[src/rtl/usart_tx_arbiter_pkg.sv]
// usart_tx_arbiter_pkg: state encoding and shared defaults for the USART_Tx arbiter
package usart_tx_arbiter_pkg;
    localparam int DATA_BIT_DEF = 8;
    typedef enum logic [1:0] {IDLE = 2'd0, START = 2'd1, WAIT = 2'd2, LOCK = 2'd3} state_t;
endpackage

[src/rtl/usart_rr_picker.sv]
// usart_rr_picker: first valid requester at or after the pointer, wrapping to 0
module usart_rr_picker #(
    parameter int NUM_REQ = 4,
    parameter int GW = 2
) (
    input  logic [NUM_REQ-1:0] req_valid,
    input  logic [GW-1:0]      ptr,
    output logic [GW-1:0]      winner,
    output logic               any_valid
);
    logic [GW-1:0] idx;
    always_comb begin
        winner = ptr;
        idx = '0;
        any_valid = |req_valid;
        // Walk offsets downward so the smallest offset from the pointer wins.
        for (int i = NUM_REQ - 1; i >= 0; i--) begin
            idx = GW'((int'(ptr) + i) % NUM_REQ);
            if (req_valid[idx]) winner = idx;
        end
    end
endmodule

[src/rtl/usart_tx_arbiter.sv]
// usart_tx_arbiter: round-robin sharing of one USART_Tx among byte-stream requesters,
// holding the grant for a whole packet and aborting stalls with a watchdog.
module usart_tx_arbiter import usart_tx_arbiter_pkg::*; #(
    parameter int NUM_REQ = 4,
    parameter int DATA_BIT = DATA_BIT_DEF,
    parameter int TIMEOUT_CYCLES = 200000,
    localparam int GW = NUM_REQ > 1 ? $clog2(NUM_REQ) : 1
) (
    input  logic                         clk,
    input  logic                         reset,
    input  logic [NUM_REQ-1:0]           req_valid,
    input  logic [NUM_REQ*DATA_BIT-1:0]  req_data,
    input  logic [NUM_REQ-1:0]           req_last,
    output logic [NUM_REQ-1:0]           req_ready,
    output logic [DATA_BIT-1:0]          tx_data,
    output logic                         tx_enable,
    input  logic                         tx_response,
    output logic [GW-1:0]                grant_id,
    output logic                         busy,
    output logic                         timeout_err
);
    localparam int WW = $clog2(TIMEOUT_CYCLES + 1);
    state_t state, state_nx;
    logic [GW-1:0] ptr, winner, sel;
    logic [WW-1:0] wdog;
    logic last_q, any_valid, accept, expired;

    usart_rr_picker #(.NUM_REQ(NUM_REQ), .GW(GW)) u_picker (
        .req_valid(req_valid),
        .ptr(ptr),
        .winner(winner),
        .any_valid(any_valid)
    );

    always_comb begin
        sel = state == LOCK ? grant_id : winner;
        // Ready is forced low while reset is held so no requester sees a spurious accept.
        req_ready = reset && (state == LOCK || (state == IDLE && any_valid)) ? NUM_REQ'(1) << sel : '0;
        accept = |(req_valid & req_ready);
        expired = wdog == WW'(TIMEOUT_CYCLES - 1);
        timeout_err = expired && ((state == WAIT && !tx_response) || (state == LOCK && !accept));
        tx_enable = state == START;
        busy = state != IDLE;
        state_nx = state;
        case (state)
            IDLE:  state_nx = accept ? START : IDLE;
            START: state_nx = WAIT;
            WAIT:  state_nx = tx_response ? (last_q ? IDLE : LOCK) : (expired ? IDLE : WAIT);
            LOCK:  state_nx = accept ? START : (expired ? IDLE : LOCK);
        endcase
    end

    always_ff @(posedge clk or negedge reset) begin
        if (!reset) begin
            state <= IDLE;
            ptr <= '0;
            wdog <= '0;
            last_q <= 1'b0;
            grant_id <= '0;
            tx_data <= '0;
        end else begin
            state <= state_nx;
            wdog <= ((state == WAIT && !tx_response) || state == LOCK) ? wdog + 1'b1 : '0;
            if (accept) begin
                tx_data <= DATA_BIT'(req_data >> (DATA_BIT * int'(sel)));
                last_q <= req_last[sel];
                grant_id <= sel;
            end
            if (state_nx == IDLE && busy) ptr <= grant_id == GW'(NUM_REQ - 1) ? '0 : grant_id + 1'b1;
        end
    end
endmodule

[config.mk]
export PLATFORM = sky130hd
export DESIGN_NAME = usart_tx_arbiter
export DESIGN_NICKNAME = d
export VERILOG_FILES = /design/src/rtl/usart_tx_arbiter_pkg.sv /design/src/rtl/usart_rr_picker.sv /design/src/rtl/usart_tx_arbiter.sv
export SDC_FILE = /design/constraint.sdc
export NUM_CORES = 1
export LEC_CHECK = 0
export ABC_AREA = 1
export BUFFER_PORTS_ARGS = -buffer_cell sky130_fd_sc_hd__buf_2
export CAP_MARGIN = 40
export CORE_MARGIN = 1.5
export CORE_UTILIZATION = 40
export DETAILED_ROUTE_END_ITERATION = 12
export PLACE_DENSITY = 0.67
export SYNTH_ARGS = -nofsm -noshare
export SYNTH_HDL_FRONTEND = slang
export SYNTH_SLANG_ARGS = --single-unit
[constraint.sdc]
create_clock -name clk -period 3.9 [get_ports clk]
set_input_delay 0.78 -clock clk [delete_from_list [all_inputs] [get_ports clk]]
set_output_delay 0.78 -clock clk [all_outputs]
set_load 0.01 [all_outputs]
==> results.json <==
{
  "async_reset_ff_share_pct": 100.0,
  "vias": 2092,
  "yosys-top-cells-area": "dfrtp_1 (39%), nand2_1 (13%), nor2_1 (6.2%)",
  "period_share_pct": 89.82,
  "regArea_sq_um": 825.8,
  "antenna_cells": 0,
  "critPathLaunch": "ptr[0]",
  "yosysUniqueCellTypes": 34,
  "yosysWarnings": 0,
  "gr-usage-all-layers_pct": 18.59,
  "worst_pin_slew_ns": 0.5959,
  "synth-seq-area-share_pct": 38.73,
  "crit_path_start_kind": "flip-flop",
  "drt_iter0_drc": 99,
  "p_per_area_nw_per_um2": 774.8,
  "row_count": 26,
  "synth_common_cells": "nand2_1 (73), nor2_1 (35), dfrtp_1 (33)",
  "min_from": "wdog[0]",
  "finalWeightedCongestion": 0.8085,
  "drc": 0,
  "cts_htree_levels": 2,
  "synth_cells": 296,
  "io_pins": 60,
  "ir_drop_uv": 409.8,
  "synth_top_area_share_pct": 38.73,
  "hold_viol": 0,
  "place_hpwl_mm": 3.832,
  "ant_nets": 0,
  "fin_skew_ns": 0.006316,
  "clkTransAtPathRegs_ns": 0.07,
  "fillers": 515,
  "netlist_area_sq_um": 2132,
  "cap_violations": 0,
  "synth_ff_type": "dfrtp_1",
  "cp.arrival_ns": 2.72,
  "r2r_start": "ptr[0]",
  "post_drt_wl_per_cell_microns": 11.50,
  "die_x_microns": 76.01,
  "dr.pass1.iters": 4,
  "die_h_microns": 76.01,
  "drive_above_1_share_pct": 28.06,
  "finalNetCount": 404,
  "antenna_found_initial": 0,
  "core_area_sq_um": 5107,
  "critPathMaxFanout": 19,
  "rsz0062_at_grt": "no",
  "synth_top_area_cell": "dfrtp_1",
  "leakage_nw": 1.234,
  "slew_headroom_pct": 60.13,
  "setup_viol": 0,
  "hp-class": "flip-flop to flip-flop",
  "grt_pass1_wl_mm": 8.790,
  "wirelength_mm": 4.944,
  "cts_sinks": 33,
  "synth_nets": 341,
  "yosys.cell_count.top_type": "nand2_1",
  "critPathKind": "flip-flop to output port",
  "grt_overflow": 0,
  "ys_ff_latch": 33,
  "crit_required_ns": 3.12,
  "cts.path.max_buffers": 2,
  "end_kind": "output port",
  "cts-root-buf": "clkbuf_8",
  "drv_slew": 0,
  "synth_area_per_cell_sq_um": 7.203,
  "fin_crit_ns": 3.503,
  "synth_edf_count": 0,
  "port_buffers": 59,
  "post_cts_buffers": 0,
  "fmax_ghz": 0.2855,
  "fin_setup_tns_ns": 0,
  "grt_pass1_vias": 2001,
  "cts_tree": "yes",
  "finalPower_mw": 2.027,
  "grt_start_max_net_pins": 34,
  "post_cts_resized": 0,
  "cts_hold_buf": 0,
  "cts_buffers": 5,
  "dieArea_sq_um": 5777,
  "multi_input_area_sq_um": 1124,
  "initial_core_util_pct": 41.74,
  "clk_latency_ns": 0.28,
  "status": "finished clean",
  "area_delta_synth_final_pct": 22.71,
  "vias_per_cell": 4.865
}
[area by class of cell]
type / count / share of cell area, %
clock buffer: 7 / 3.300
clock inverter: 1 / 1.148
inverter: 38 / 5.548
multi-input combinational: 219 / 42.95
sequential: 33 / 31.56
tap: 70 / 3.348
timing repair buffer: 62 / 12.15
[report_power, final]
part,switching (mW),total (mW),internal (mW)
registers,0.0778,0.510,0.432
clock network,0.119,0.327,0.208
logic,0.761,1.19,0.428
total,0.958,2.03,1.07
[worst max-delay path, cell delays in order (launching register included)]
cell and delay, ns:
dfrtp_1 0.56, inv_2 0.15, nand2_1 0.08, nand2_1 0.09, nand2_1 0.08, nand2_1 0.05, nand2_1 0.08, nand2_2 0.06
nand2_1 0.07, nand2_1 0.05, nand3_1 0.09, nand2_2 0.17, nand3_1 0.14, nand2_2 0.10, nor2_8 0.18, inv_4 0.11
nor3_1 0.20, buf_2 0.18
[registers in the layout, summed over array words and instances (netlist names)]
signal,cells
state,2
ptr,2
wdog,18
last_q,1
tx_data,8
grant_id,2
[metrics by stage]
stage / setup slack [ns] / area, sq um / cells / hold WS, ns / utilization (%)
2_1_floorplan: 0.8795 / 2132 / 296 / 0.4329 / -
3_3_place_gp: 0.4970 / 2500 / 422 / 0.4613 / 48.95
3_5_place_dp: 0.4862 / 2500 / 422 / 0.4700 / 48.95
4_1_cts: 0.3890 / 2616 / 430 / 0.4796 / 51.22
5_1_grt: 0.1185 / 2616 / 430 / 0.4934 / 51.22
6_report: 0.3971 / 2616 / 430 / 0.4696 / 51.22
[cell usage in the layout (no fill, tap or decap), types with 3 or more instances in the layout]
cell and count:
nand2_1 73, buf_2 59, nor2_1 35, dfrtp_1 33
inv_1 23, o21ai_0 17, nand3_1 15, inv_2 13
a21oi_1 12, o21bai_1 10, a41oi_1 8, nand2_2 7
o21ai_1 6, nor3_1 6, clkbuf_8 6, nand4_1 4
nor3b_1 4, nor2_2 3, nor3_2 3, buf_4 3
[per-layer routing]
layer | up-vias | global-route usage, % | wire length, microns
li1 | 1108 | - | -
met3 | 7 | 3.593 | 298
met2 | 67 | 29.73 | 2187
met5 | - | 0 | 0
met1 | 910 | 25.76 | 2416
met4 | 0 | 5.185 | 42
[path summary, 6_finish.rpt]
kind,end,slack (ns),cells past startpoint
max,timeout_err,0.40,17
min,wdog[0],0.47,1
max reg2reg,last_q,1.36,17
min reg2reg,wdog[0],0.47,1
max in group asynchronous,grant_id[1],3.01,2
min in group asynchronous,wdog[11],0.60,2
[logic make-up (layout without fill, tap and decap cells)]
logic type	Yosys count	after routing	synth area share (%)
AOI/OAI and AO/OA	59	59	17.02
adders and majority gates	2	2	1.174
buffers and inverters	44	108	8.568
DFF	33	33	38.73
and+or+nand+nor	158	158	34.51
Note: power is estimated with default switching activity, not from simulation.
